`src/rtl/hbus_pkg.sv`:
```
`default_nettype none
// ============================================================================
// hbus_pkg : shared HyperBus read-path types and constants     | rev 1.0
// ============================================================================
package hbus_pkg;

    typedef enum logic [4:0] {
        IDLE       = 5'b00001,
        WAIT_FIRST = 5'b00010,
        CAPTURE    = 5'b00100,
        DONE       = 5'b01000,
        ERROR      = 5'b10000
    } hbus_state_e;

    // RWDS sample pair (rise, fall) that qualifies a DDR data word
    localparam logic [1:0] c_rwds_strobe = 2'b10;

    // A burst length field of zero encodes the maximum of 256 words
    function automatic logic [8:0] burst_words(input logic [7:0] len);
        return {(len == 8'd0), len};
    endfunction

endpackage
`default_nettype wire

```
`src/rtl/hbus_sync_fifo.sv`:
```
`default_nettype none
// ============================================================================
// hbus_sync_fifo : first-word-fall-through FIFO with flush     | rev 1.0
// ============================================================================
module hbus_sync_fifo #(
    parameter int WIDTH = 16,
    parameter int DEPTH = 8
) (
    input  logic                     clk90,
    input  logic                     rst,
    input  logic                     flush,
    input  logic                     push,
    input  logic                     pop,
    input  logic [WIDTH-1:0]         din,
    output logic [WIDTH-1:0]         dout,
    output logic                     full,
    output logic                     empty,
    output logic [$clog2(DEPTH):0]   level
);
    localparam int AW = $clog2(DEPTH);

    logic [WIDTH-1:0] r_mem [DEPTH];
    logic [AW:0]      r_wptr;
    logic [AW:0]      r_rptr;
    logic             w_do_pop;
    logic             w_do_push;

    // Extra pointer MSB separates the full case from the empty case
    assign empty = (r_wptr == r_rptr);
    assign full  = (r_wptr[AW] != r_rptr[AW]) && (r_wptr[AW-1:0] == r_rptr[AW-1:0]);
    assign level = r_wptr - r_rptr;
    assign dout  = empty ? '0 : r_mem[r_rptr[AW-1:0]];

    assign w_do_pop  = pop && !empty;
    assign w_do_push = push && (!full || w_do_pop);

    always_ff @(posedge clk90) begin
        if (w_do_push && !flush)
            r_mem[r_wptr[AW-1:0]] <= din;
    end

    always_ff @(posedge clk90 or posedge rst) begin
        if (rst) begin
            r_wptr <= '0;
            r_rptr <= '0;
        end else if (flush) begin
            r_wptr <= '0;
            r_rptr <= '0;
        end else begin
            if (w_do_push)
                r_wptr <= r_wptr + 1'b1;
            if (w_do_pop)
                r_rptr <= r_rptr + 1'b1;
        end
    end

endmodule
`default_nettype wire

```
`src/rtl/hbus_rd_capture.sv`:
```
`default_nettype none
// ============================================================================
// hbus_rd_capture : HyperBus DDR read-burst capture into FIFO  | rev 1.0
// ============================================================================
module hbus_rd_capture
    import hbus_pkg::*;
#(
    parameter int WIDTH         = 8,
    parameter int DEPTH         = 8,
    parameter int TIMEOUT_COUNT = 15
) (
    input  logic                     clk90,
    input  logic                     rst,
    input  logic                     start_i,
    input  logic [7:0]               burst_len_i,
    input  logic                     abort_i,
    input  logic [2*WIDTH-1:0]       dq_i,
    input  logic [1:0]               rwds_i,
    output logic [2*WIDTH-1:0]       dat_o,
    output logic                     valid_o,
    input  logic                     ready_i,
    output logic [$clog2(DEPTH):0]   level_o,
    output logic                     busy_o,
    output logic                     done_o,
    output logic                     overflow_o,
    output logic                     timeout_o
);
    localparam int TW = $clog2(TIMEOUT_COUNT + 1);

    hbus_state_e r_state;
    hbus_state_e w_state_nxt;
    logic [8:0]    r_wcnt;
    logic [TW-1:0] r_tcnt;
    logic          r_overflow;

    logic w_strobe;
    logic w_timed_out;
    logic w_arm;
    logic w_push;
    logic w_pop;
    logic w_full;
    logic w_empty;
    logic w_busy;

    assign w_strobe    = (rwds_i == c_rwds_strobe);
    assign w_timed_out = (r_tcnt == TW'(TIMEOUT_COUNT));
    assign w_busy      = (r_state == WAIT_FIRST) || (r_state == CAPTURE);
    assign w_pop       = valid_o && ready_i;

    always_ff @(posedge clk90 or posedge rst) begin
        if (rst)
            r_state <= IDLE;
        else
            r_state <= w_state_nxt;
    end

    always_comb begin
        w_state_nxt = r_state;
        w_arm       = 1'b0;
        w_push      = 1'b0;
        if (abort_i) begin
            w_state_nxt = IDLE;
        end else begin
            unique case (r_state)
                IDLE, ERROR: begin
                    if (start_i) begin
                        w_arm       = 1'b1;
                        w_state_nxt = WAIT_FIRST;
                    end
                end
                WAIT_FIRST, CAPTURE: begin
                    if (w_timed_out) begin
                        w_state_nxt = ERROR;
                    end else if (w_strobe) begin
                        w_push      = 1'b1;
                        w_state_nxt = (r_wcnt == 9'd1) ? DONE : CAPTURE;
                    end
                end
                DONE:    w_state_nxt = IDLE;
                default: w_state_nxt = IDLE;
            endcase
        end
    end

    // Dropped words still count toward the burst so DONE arrives on time
    always_ff @(posedge clk90 or posedge rst) begin
        if (rst) begin
            r_wcnt     <= '0;
            r_tcnt     <= '0;
            r_overflow <= 1'b0;
        end else if (w_arm) begin
            r_wcnt     <= burst_words(burst_len_i);
            r_tcnt     <= '0;
            r_overflow <= 1'b0;
        end else begin
            if (w_busy && !abort_i && !w_timed_out)
                r_tcnt <= w_strobe ? '0 : r_tcnt + TW'(1);
            if (w_push)
                r_wcnt <= r_wcnt - 9'd1;
            if (w_push && w_full && !w_pop)
                r_overflow <= 1'b1;
        end
    end

    assign busy_o     = w_busy;
    assign done_o     = (r_state == DONE);
    assign timeout_o  = (r_state == ERROR);
    assign overflow_o = r_overflow;
    assign valid_o    = !w_empty;

    hbus_sync_fifo #(
        .WIDTH (2*WIDTH),
        .DEPTH (DEPTH)
    ) u_fifo (
        .clk90 (clk90),
        .rst   (rst),
        .flush (abort_i),
        .push  (w_push),
        .pop   (w_pop),
        .din   (dq_i),
        .dout  (dat_o),
        .full  (w_full),
        .empty (w_empty),
        .level (level_o)
    );

endmodule
`default_nettype wire

```
`config.mk`:
```
export PLATFORM = sky130hd
export DESIGN_NAME = hbus_rd_capture
export DESIGN_NICKNAME = d
export VERILOG_FILES = /design/src/rtl/hbus_pkg.sv /design/src/rtl/hbus_sync_fifo.sv /design/src/rtl/hbus_rd_capture.sv
export SDC_FILE = /design/constraint.sdc
export NUM_CORES = 1
export LEC_CHECK = 0
export CAP_MARGIN = 20
export CORE_AREA = 10 10 154 128
export CTS_CLUSTER_DIAMETER = 40
export CTS_CLUSTER_SIZE = 8
export DETAILED_ROUTE_END_ITERATION = 16
export DIE_AREA = 0 0 164 138
export GPL_ROUTABILITY_DRIVEN = 0
export PLACE_DENSITY = 0.6
export SLEW_MARGIN = 20
export SYNTH_ARGS = -nofsm -noshare
export SYNTH_HDL_FRONTEND = slang
export SYNTH_SLANG_ARGS = --single-unit
```
`constraint.sdc`:
```
create_clock -name clk90 -period 11.5 [get_ports clk90]
set_input_delay 2.3 -clock clk90 [delete_from_list [all_inputs] [get_ports clk90]]
set_output_delay 2.3 -clock clk90 [all_outputs]
set_load 0.05 [all_outputs]
```
==> results of run 1 <==
-- power by group through the flow --
stage	clock (uW)	sequential, uW	combinational (uW)
after floorplan	0	644	61.9
after detailed placement	0	647	96.4
final	523	637	95.5
after global placement	0	647	93.8
after CTS	537	636	96.9
after global routing	562	639	105
-- sequential cells by signal, indices dropped and copies added (netlist names) --
register       cells
u_fifo.r_mem     128
r_wcnt             9
r_state            5
r_tcnt             4
u_fifo.r_rptr      4
u_fifo.r_wptr      4
overflow_o         1
-- worst reg2reg max path, cell delays in order (launching register included) --
cell and delay, ps:
dfrtp_1 870, clkinv_1 830, ha_1 590, nand3_1 180, nor3b_1 150, or3_1 390, nor2_1 510, buf_4 340
-- layer usage --
layer  up-vias  GRT usage, %  wire [um]
met5         -             0          0
met4         0          4.98        204
met3        17          3.23        508
met2        67          18.8       6450
met1      1901          16.7       6380
li1       1741             -          -
-- layout make-up --
class	count	area, um2	share of cell area [%]
well taps	225	282	3.53
inverters	13	48.8	0.612
clock inverters	5	30.0	0.377
flip-flops and latches	155	4520	56.7
multi-input cells	221	1910	24.0
repair buffers	67	641	8.04
clock buffers	27	537	6.74
-- worst paths after layout --
check                      slack (ps)                    startpoint                            to
max in group asynchronous        8940                           rst        r_state[0]$_DFFE_PP1P_
min reg2reg                       540        overflow_o$_DFFE_PP0P_        overflow_o$_DFFE_PP0P_
max                              4990  u_fifo.r_rptr[2]$_DFFE_PP0P_                      dat_o[8]
min in group asynchronous        2260                           rst         r_tcnt[1]$_DFFE_PP0P_
max reg2reg                      7330  u_fifo.r_rptr[2]$_DFFE_PP0P_  u_fifo.r_mem[3][0]$_DFFE_PP_
min                               540        overflow_o$_DFFE_PP0P_        overflow_o$_DFFE_PP0P_
-- per-stage QoR --
stage                     setup WS [ps]  util [%]  total power [uW]
after global routing               4630      47.5              1310
after floorplan                    6110         -               706
after global placement             5480      44.1               740
after detailed placement           5330      44.1               744
final                              4990      47.5              1260
after CTS                          4850      47.5              1270
-- kinds of logic after synthesis --
family | Yosys count
adder cells (fa/ha/maj) | 9
AO/OA/AOI/OAI | 52
buffers and inverters | 29
multiplexers | 36
flip-flops | 155
XOR/XNOR | 9
AND/OR/NAND/NOR | 115
-- layout by cell type (no fill, tap or decap), drive strengths merged, types with 4 or more instances in the layout --
master           n
nor4             7
clkinv           5
or4              6
o21ai            4
edfxtp         128
a31oi            4
o211ai           5
nor3             6
buf             12
clkbuf          27
and3             4
a21oi           20
nor2            25
nand2b           4
inv             13
ha               8
dfrtp           26
o31ai            5
nand3           10
mux4            32
a22o             5
clkdlybuf4s50   55
nand2           40
xor2             6
==> out/results.txt, run 1 <==
TritonCTS clock tree: done
CTS clk-pin slew, worst paths: 60 ps
final hold slack: 539 ps
adder-cell share of the synthesized area: 1.84%
H-Tree Depth: 4
average size of a mapped cell: 16.1 um2
clk sinks: 155
total wire length: 13,500 um
Final #Nets: 515
Pwr per Cell Area: 158 nW/um2
internal power: 984 uW
Finished Layout Cells: 713
FF+latch count, synth: 155
Post-DRT Antenna Nets: 0
setup TNS: 0 ps
ys flop type: edfxtp_1
Via Count: 3,726
commonest cells in the netlist: edfxtp_1 (128), nand2_1 (40), mux4_2 (32)
FF-to-FF path depth: 7
Rel. slew slack: 45.2%
Simple-Gate Fraction of Synth Area: 8.91%
Clock power frac: 41.6%
total track usage: 12.4%
Peak VDD IR: 0.000104 V
placed cell count: 681
crit path cell chain: clkinv_1 -> ha_1 -> nand3_1 -> nor2_1 -> buf_4 -> a21oi_1 -> clkdlybuf4s50_1
Seq pwr share: 50.8%
Initial Util: 38.8%
hold buffer count at cts: 0
initial antenna violation count: 0
crit-path max cell delay: 870 ps
Slew @ Worst Pin: 822 ps
top-area cell type share of the netlist area: 59.0%
core region area: 16,800 um2
maxcap violations: 0
DR WL/cell: 19.0 um
Switching Fraction: 21.6%
RSZ-0062 raised after global routing: no
Final Max Slew Viols: 0
placed cell area: 7400 um2
pin count of the biggest net entering global routing: 38
Post-synth EDFFs: 128
Fin. Hold Viols: 0
worst path buffer plus inverter count: 3
Levels on crit path: 7
I/O Buffers: 55
critical path capture point type: output port
Detail Placement HPWL: 8320 um
Rows: 43
Critical Path Fanout Max: 18
CTS Buf Count: 17
final setup skew: 7.45 ps
slowest CP cell: dfrtp_1
Worst EP required: 9200 ps
layout cells sized above 1: 17.0%
Mapped Area: 6520 um2
boundary pin count: 56
Startpoint Class: flip-flop
HP Class: reg2reg
critical path type: reg2out
DRC errors left: 0
most common cell in the netlist: edfxtp_1
period utilization: 56.6%
Synth Net Count: 445
crit path time final: 6510 ps
remaining global-route overflow: 0
vias in the first global route: 3,865
arrival time at the worst endpoint: 4210 ps
LEAKAGE: 0.00270 uW
YS warnings: 0
Initial DRC Count: 212
Die Y: 138 um
cell accounting for the most synthesized area: edfxtp_1
Cells after Synth: 405
die area: 22,600 um2
Netlist cell types: 44
Net Sw Power: 271 uW
global-route wire length before repair: 21,400 um
Die Width: 164 um
Seq/Total Area, Yosys: 69.4%
Clock Latency Late Sink: 420 ps
Async S/R FF share, synth: 17.4%
XOR/XNOR Fraction of Synth Area: 1.21%
status: finished, final reports clean
setup violators final: 0
CTS max path bufs: 2
Avg Vias per Cell: 5.23
n_diodes: 0
Post-CTS Setup Bufs: 0
design area: 7970 um2
Top delay family on crit path: buffers and inverters
post-CTS sizing: 0
Worst Hold Depth: 1
area delta synth->final: 22.3%
filler instances: 1,445
CTS Root Cell: clkbuf_16
complex-gate fraction of the synthesized area: 5.24%
mux share of post-synthesis cell area: 11.7%
drt pass-1 iters: 4
max frequency: 154 MHz
main combinational cell family by area after synthesis: multiplexers
leading post-synthesis cells by cell area: edfxtp_1 (59%), mux4_2 (11%), dfrtp_1 (10%)
power share of the combinational group: 7.6%
(Power assumes the default switching activity.)
==> run 2: changes to the inputs <==
--- a/config.mk
+++ b/config.mk
@@ -12,7 +12,7 @@
 export DETAILED_ROUTE_END_ITERATION = 16
 export DIE_AREA = 0 0 164 138
 export GPL_ROUTABILITY_DRIVEN = 0
-export PLACE_DENSITY = 0.6
+export PLACE_DENSITY = 0.62
 export SLEW_MARGIN = 20
 export SYNTH_ARGS = -nofsm -noshare
 export SYNTH_HDL_FRONTEND = slang
==> constraint.sdc (replaced) <==
create_clock -name clk90 -period 5.31 [get_ports clk90]
set_input_delay 1.062 -clock clk90 [delete_from_list [all_inputs] [get_ports clk90]]
set_output_delay 1.062 -clock clk90 [all_outputs]
set_load 0.05 [all_outputs]
==> run 2 against run 1 <==
Net effect: non-clock buffer count up 5; register-to-register slack worse by 5000 ps; utilization down 0.32 points; largest power group unchanged.
==> out/results.txt, run 2 (same netlist as run 1, synthesis figures left out) <==
status: finished, final reports clean
critical path type: reg2out
Final Max Slew Viols: 0 (unchanged)
core region area: 16,800 um2 (unchanged)
maxcap violations: 0 (unchanged)
met3 routed WL: 622 um (+22%)
Via Count: 3,808 (+2.2%)
HP Class: reg2reg
TritonCTS clock tree: done
DR WL/cell: 19.7 um (+3.9%)
vias in the first global route: 3,914 (+1.3%)
die area: 22,600 um2 (unchanged)
max frequency: 250 MHz
layout cells sized above 1: 20.7% (+3.7 points)
remaining global-route overflow: 0 (unchanged)
DRC errors left: 0 (unchanged)
area delta synth->final: 21.5%
most frequent cells in the layout: edfxtp_1 (128), nand2_1 (40), clkdlybuf4s50_1 (38)
Clock Latency Late Sink: 410 ps (about the same)
CTS Root Cell: clkbuf_16
setup TNS: 0 ps (unchanged)
final core occ: 47.2% (-0.32 points)
Final #Nets: 520 (+0.97%)
Initial DRC Count: 215 (+1.4%)
Pwr per Cell Area: 335 nW/um2 (+110%)
Peak VDD IR: 0.000247 V (+140%)
Rel. slew slack: 45.2% (about the same)
Slew @ Worst Pin: 814 ps (-8.16 ps)
Post-CTS Setup Bufs: 0 (unchanged)
max reg flops: 128 (unchanged)
slowest CP cell: clkdlybuf4s50_1
setup violators final: 0 (unchanged)
final setup skew: 5.93 ps (-1.52 ps)
Fin. Hold Viols: 0 (unchanged)
drt pass-1 iters: 4 (unchanged)
RSZ-0062 raised after global routing: no
Worst EP required: 4250 ps (-4950 ps)
top sig layer: met4
global-route wire length before repair: 22,400 um (+4.5%)
total wire length: 14,200 um (+4.5%)
n_diodes: 0 (unchanged)
Die Y: 138 um (unchanged)
most common cell after layout, fill and taps aside: edfxtp_1
Initial Util: 38.8% (unchanged)
crit path time final: 4000 ps
Avg Vias per Cell: 5.31 (+1.6%)
post-CTS sizing: 0 (unchanged)
initial antenna violation count: 0 (unchanged)
pin count of the biggest net entering global routing: 36 (-5.3%)
critical path capture point type: output port
total track usage: 12.9% (+0.48 points)
Startpoint Class: flip-flop
CTS clk-pin slew, worst paths: 60 ps (about the same)
crit path cell chain: inv_1 -> ha_1 -> a21o_1 -> a21oi_1 -> xor2_1 -> clkdlybuf4s50_1
met2 wire length: 6870 um (+6.5%)
hold buffer count at cts: 0 (unchanged)
Rows: 43 (unchanged)
period utilization: 75.4%
clk sinks: 155 (unchanged)
LEAKAGE: 0.00272 uW (+0.79%)
boundary pin count: 56 (unchanged)
Post-DRT Antenna Nets: 0 (unchanged)
Critical Path Fanout Max: 13 (-5)
Detail Placement HPWL: 9140 um (+9.8%)
met1 wire length: 6400 um (+0.23%)
I/O Buffers: 55 (unchanged)
Die Width: 164 um (unchanged)
H-Tree Depth: 4 (unchanged)
arrival time at the worst endpoint: 2940 ps (-1270 ps)
crit-path max cell delay: 840 ps (-30 ps)
CTS Buf Count: 17 (unchanged)
CTS max path bufs: 2 (unchanged)
-- run 2: report_power, final --
| group | switching (uW) | leakage [uW] | internal (uW) |
|---|---|---|---|
| registers | 31.8 | 0.00150 | 1350 |
| clock network | 436 | 0.000243 | 632 |
| logic | 118 | 0.000974 | 89.6 |
-- run 2: path summary, 6_finish.rpt --
path / start / endpoint / slack (ps) / depth (start not counted)
setup reg to reg: u_fifo.r_rptr[1]$_DFFE_PP0P_ / u_fifo.r_mem[0][11]$_DFFE_PP_ / 2320 / 7
setup / recovery: u_fifo.r_rptr[1]$_DFFE_PP0P_ / level_o[3] / 1310 / 6
hold / removal: overflow_o$_DFFE_PP0P_ / overflow_o$_DFFE_PP0P_ / 540 / 1
hold reg to reg: overflow_o$_DFFE_PP0P_ / overflow_o$_DFFE_PP0P_ / 540 / 1
max in group asynchronous: rst / r_state[0]$_DFFE_PP1P_ / 3990 / 3
min in group asynchronous: rst / r_tcnt[3]$_DFFE_PP0P_ / 1020 / 3
-- run 2: area by class of cell --
cell class / instances / area [um2]
tap: 225 / 282
multi-input combinational: 221 / 1910
clock buffer: 21 / 440
timing repair buffer: 72 / 636
fill: 1460 / 8870
inverter: 13 / 48.8
clock inverter: 10 / 77.6
sequential: 155 / 4520
-- run 2: critical path: cells and delay by family (launching register included) --
family	cells	cell delay (ps)
buffers and inverters	2	940
adders and majority gates	1	340
xor gates and xnor gates	1	210
AOI/OAI and AO/OA	2	340
DFF	1	690
-- run 2: metal layers --
| layer | track usage (%) | up-vias |
|---|---|---|
| met2 | 19.9 | 98 |
| met4 | 5.26 | 0 |
| met3 | 3.44 | 21 |
| met1 | 16.9 | 1954 |
| li1 | - | 1735 |
| met5 | 0 | - |
-- run 2: through the flow --
step	power (uW)	setup WS [ps]	cell area, um2	std cells	hold WS [ps]
finish	2660	1310	7920	717	542
global route	2750	1160	7920	717	558
CTS	2680	1240	7920	717	548
detailed placement	1610	1440	7400	686	530
global placement	1600	1510	7400	686	523
floorplan	1530	1160	6520	405	497
==> run 3: changes to the inputs <==
--- a/config.mk
+++ b/config.mk
@@ -12,7 +12,7 @@
 export DETAILED_ROUTE_END_ITERATION = 16
 export DIE_AREA = 0 0 164 138
 export GPL_ROUTABILITY_DRIVEN = 0
-export PLACE_DENSITY = 0.62
+export PLACE_DENSITY = 0.6
 export SLEW_MARGIN = 20
 export SYNTH_ARGS = -nofsm -noshare
 export SYNTH_HDL_FRONTEND = slang
==> constraint.sdc (replaced) <==
create_clock -name clk90 -period 3.9 [get_ports clk90]
set_input_delay 0.78 -clock clk90 [delete_from_list [all_inputs] [get_ports clk90]]
set_output_delay 0.78 -clock clk90 [all_outputs]
set_load 0.05 [all_outputs]
==> run 3 against run 2 <==
Net effect: global-route usage is 0.16 points higher; highest routed layer unchanged; largest power group unchanged; non-clock buffer count is 1 lower; clock-buffer cell count is 3 lower.
==> out/results.txt, run 3 (same netlist as run 1, synthesis figures left out) <==
status: finished, final reports clean
period utilization: 89.6%
H-Tree Depth: 4 (unchanged)
Post-CTS Setup Bufs: 0 (unchanged)
CTS clk-pin slew, worst paths: 60 ps (about the same)
filler instances: 1,429 (-2.1%)
most common cell after layout, fill and taps aside: edfxtp_1
RSZ-0062 raised after global routing: no
critical path type: reg2out
area delta synth->final: 22.6%
Pwr per Cell Area: 471 nW/um2 (+40%)
maxcap violations: 0 (unchanged)
post-CTS sizing: 0 (unchanged)
Peak VDD IR: 0.000310 V (+26%)
TritonCTS clock tree: done
DRC errors left: 0 (unchanged)
n_diodes: 0 (unchanged)
most frequent cells in the layout: edfxtp_1 (128), nand2_1 (40), clkdlybuf4s50_1 (36)
remaining global-route overflow: 0 (unchanged)
CTS Root Cell: clkbuf_16
HP Class: reg2reg
Hold Crit Endpoint: overflow_o$_DFFE_PP0P_
r2r endpoint: u_fifo.r_mem[0][5]$_DFFE_PP_
Fin. Hold Viols: 0 (unchanged)
worst setup margin: 406 ps (-900 ps)
global-route wire length before repair: 22,600 um (+0.80%)
Finished Layout Cells: 717 (unchanged)
clk sinks: 155 (unchanged)
Startpoint Class: flip-flop
placed cell count: 685 (-0.15%)
initial antenna violation count: 0 (unchanged)
Initial Util: 38.8% (unchanged)
max reg flops: 128 (unchanged)
hold_sp: overflow_o$_DFFE_PP0P_
Rows: 43 (unchanged)
pin count of the biggest net entering global routing: 36 (unchanged)
FF+latch area: 4520 um2 (unchanged)
final core occ: 47.6% (+0.44 points)
I/O Buffers: 55 (unchanged)
core region area: 16,800 um2 (unchanged)
Worst EP required: 3120 ps (-1130 ps)
CTS Buf Count: 17 (unchanged)
LEAKAGE: 0.00274 uW (+0.91%)
multi-input logic area: 1910 um2 (unchanged)
FF-to-FF path depth: 7 (unchanged)
Placement Setup Slack: 500 ps (-944 ps)
Die Width: 164 um (unchanged)
final hold slack: 532 ps (-9.66 ps)
Via Count: 3,767 (-1.1%)
Final #Nets: 519 (-0.19%)
Detail Placement HPWL: 9250 um (+1.2%)
crit path time final: 3490 ps
Initial DRC Count: 217 (+0.93%)
vias in the first global route: 4,023 (+2.8%)
Final Max Slew Viols: 0 (unchanged)
arrival time at the worst endpoint: 2710 ps (-230 ps)
max frequency: 286 MHz
Avg Vias per Cell: 5.25 (-1.1%)
Critical Path Fanout Max: 17 (+4)
final setup skew: 6.93 ps (+1.00 ps)
total track usage: 13.1% (+0.16 points)
worst r2r src: u_fifo.r_rptr[1]$_DFFE_PP0P_
Rel. slew slack: 48.7% (+3.5 points)
Die Y: 138 um (unchanged)
layout cells sized above 1: 22.8% (+2.0 points)
total wire length: 14,200 um (+0.35%)
Slew @ Worst Pin: 768 ps (-46.3 ps)
CTS max path bufs: 2 (unchanged)
setup violators final: 0 (unchanged)
reg2reg setup slack: 790 ps (-1530 ps)
drt pass-1 iters: 5 (+1)
boundary pin count: 56 (unchanged)
setup TNS: 0 ps (unchanged)
critical path capture point type: output port
die area: 22,600 um2 (unchanged)
DR WL/cell: 19.8 um (+0.35%)
hold buffer count at cts: 0 (unchanged)
Clock Latency Late Sink: 410 ps (about the same)
Post-DRT Antenna Nets: 0 (unchanged)
Worst Hold Depth: 1 (unchanged)
==> run 3: metal layers <==
metal  wire length (um)  global-route usage (%)  vias to the layer above
met5                  0                       0                        -
met4                180                    4.79                        0
met2               7000                    20.5                      101
met1               6350                    16.9                     1912
met3                686                    3.62                       10
li1                   -                       -                     1744
==> run 3: final cells by class <==
type / count / area share (%)
Sequential cell: 155 / 56.6
Tap cell: 225 / 3.52
Clock inverter: 14 / 1.88
Timing Repair Buffer: 71 / 8.11
Inverter: 13 / 0.611
Multi-Input combinational cell: 221 / 23.9
Clock buffer: 18 / 5.37
==> run 3: worst max path at each step <==
stage | startpoint | end | slack, ps
CTS | u_fifo.r_rptr[1]$_DFFE_PP0P_ | dat_o[13] | 390
detailed placement | abort_i | u_fifo.r_mem[0][11]$_DFFE_PP_ | 500
global route | u_fifo.r_rptr[1]$_DFFE_PP0P_ | dat_o[12] | 150
finish | u_fifo.r_rptr[1]$_DFFE_PP0P_ | dat_o[13] | 410
floorplan | u_fifo.r_rptr[2]$_DFFE_PP0P_ | u_fifo.r_mem[0][0]$_DFFE_PP_ | 10
global placement | abort_i | u_fifo.r_mem[0][7]$_DFFE_PP_ | 610
==> run 3: where the power goes <==
group          internal, uW  total (uW)  switching [uW]  leakage [uW]
Sequential             1830        1880            42.2       0.00150
Combinational           123         288             165      0.000978
Clock                   942        1600             655      0.000264
Total                  2900        3760             862       0.00274
==> run 3: metrics by stage <==
stage	total power [uW]	instance area, um2
floorplan	2080	6520
CTS	3800	7990
global route	3910	7990
detailed placement	2200	7410
finish	3760	7990
global placement	2190	7410
==> run 3: critical path: stages, from the launching register on <==
cell     delay (ps)
dfrtp_1         840
inv_1           100
ha_1            340
nand3_1         210
nor2_1           90
buf_4           240
a21oi_1         230
buf_4           240
==> patch: new RTL, flow settings as in run 2 <==
Set the parameter `TIMEOUT_COUNT` to 16 (it was 15).
--- a/src/rtl/hbus_rd_capture.sv
+++ b/src/rtl/hbus_rd_capture.sv
@@ -9,3 +9,3 @@
     parameter int DEPTH         = 8,
-    parameter int TIMEOUT_COUNT = 15
+    parameter int TIMEOUT_COUNT = 16
 ) (
Formal check against the unedited RTL: no difference found for any inputs over 4 cycles, from zero or initial values and one cycle with rst high; that may be too few to reach the edited logic, so the function may still have changed.
==> patch against run 2 <==
  * Register-to-register slack worse by 0.07 ns
  * Cell count unchanged
  * Final area up 2.4%
  * Sequential cell count up 1
  * Area after synthesis up 1.6%
  * Die area unchanged
  * Wire length down 0.85%
  * Worst setup slack worse by 0.11 ns
  * Total power up 7.6%
  * Via count up 0.34%
==> patch: results <==
[outcome]
status = finished clean

[global_routing]
grt_usage_pct = 12.8
grt_pass1_vias = 4035
use_met1_pct = 16.7
grt_pass1_wl_um = 22300
gr-usage-met3_pct = 3.71
grtUsageMet2_pct = 20.0
grt_max_degree = 37

[logic_synthesis]
synthAdderAreaFrac_pct = 2.00
synth_mux_area_share_pct = 12.0
ys_top_cells_by_area = edfxtp_1 (58%), mux4_2 (11%), dfrtp_1 (10%)
synth_nets = 449
synth_commonest_cells = edfxtp_1 (128), nand2_1 (43), mux4_2 (32), dfrtp_1 (27), nor2_1 (22)
async_flop_share_pct = 17.9
synth_compound_area_share_pct = 5.18
seq_area_frac_synth_pct = 68.6
syn_area_per_cell_um2 = 16.2
synthFlopType = edfxtp_1
synth_xor_area_share_pct = 1.44
synth_cell_type_count = 52

[power_and_ir_drop]
peakVddDrop_uv = 229
power_density_mw_per_mm2 = 353
p_leak_nw = 2.82
p_int_mw = 2.27

[min_path]
whs_path_depth = 2

[routing]
top_layer_used = met4
met2_length_um = 6950
drt_iter0_drc = 290
dr_wl_met3_um = 827
wl_met1_um = 6110
wl_per_cell_um = 19.6
via_per_inst = 5.33

[timing]
tightest_slew_ns = 0.740
skew_ns = 0.0109

[cells_and_area]
layout.nets = 521
area_growth_pct = 22.3
layout-drive-gt1-share_pct = 22.8
fillers = 1427

[clock_network]
cts_setup_buffers = 0
clk_pin_slew_ns = 0.06
cts_max_level = 4

[placed_design]
dp_slack_ns = 1.51
placed_area_mm2 = 0.00747
place_hpwl_um = 9180
post-place-cells = 686

[critical_path]
r2r_cells = 7
cp_max_fo = 18
crit_arrival_ns = 3.06
[patch: path summary, 6_finish.rpt]
check / endpoint / slack [ns] / from
max: level_o[3] / 1.19 / u_fifo.r_rptr[2]
min: overflow_o / 0.51 / overflow_o
min reg2reg: overflow_o / 0.51 / overflow_o
max reg2reg: u_fifo.r_mem[0][5] / 2.25 / u_fifo.r_rptr[2]
max in group asynchronous: r_state[0] / 3.97 / rst
min in group asynchronous: r_tcnt[2] / 1.02 / rst
[patch: cell type report]
type,instances,share of cell area [%]
Sequential cell,156,56.1
Multi-Input combinational cell,221,24.3
Timing Repair Buffer,70,7.66
Clock buffer,19,5.34
Tap cell,225,3.47
Clock inverter,12,2.41
Inverter,14,0.649
[patch: power by group through the flow]
stage | Sequential (mW) | Combinational (mW) | Clock [mW]
finish | 1.38 | 0.196 | 1.28
global route | 1.39 | 0.215 | 1.36
CTS | 1.38 | 0.198 | 1.31
detailed placement | 1.41 | 0.197 | 0
global placement | 1.40 | 0.191 | 0
floorplan | 1.40 | 0.124 | 0
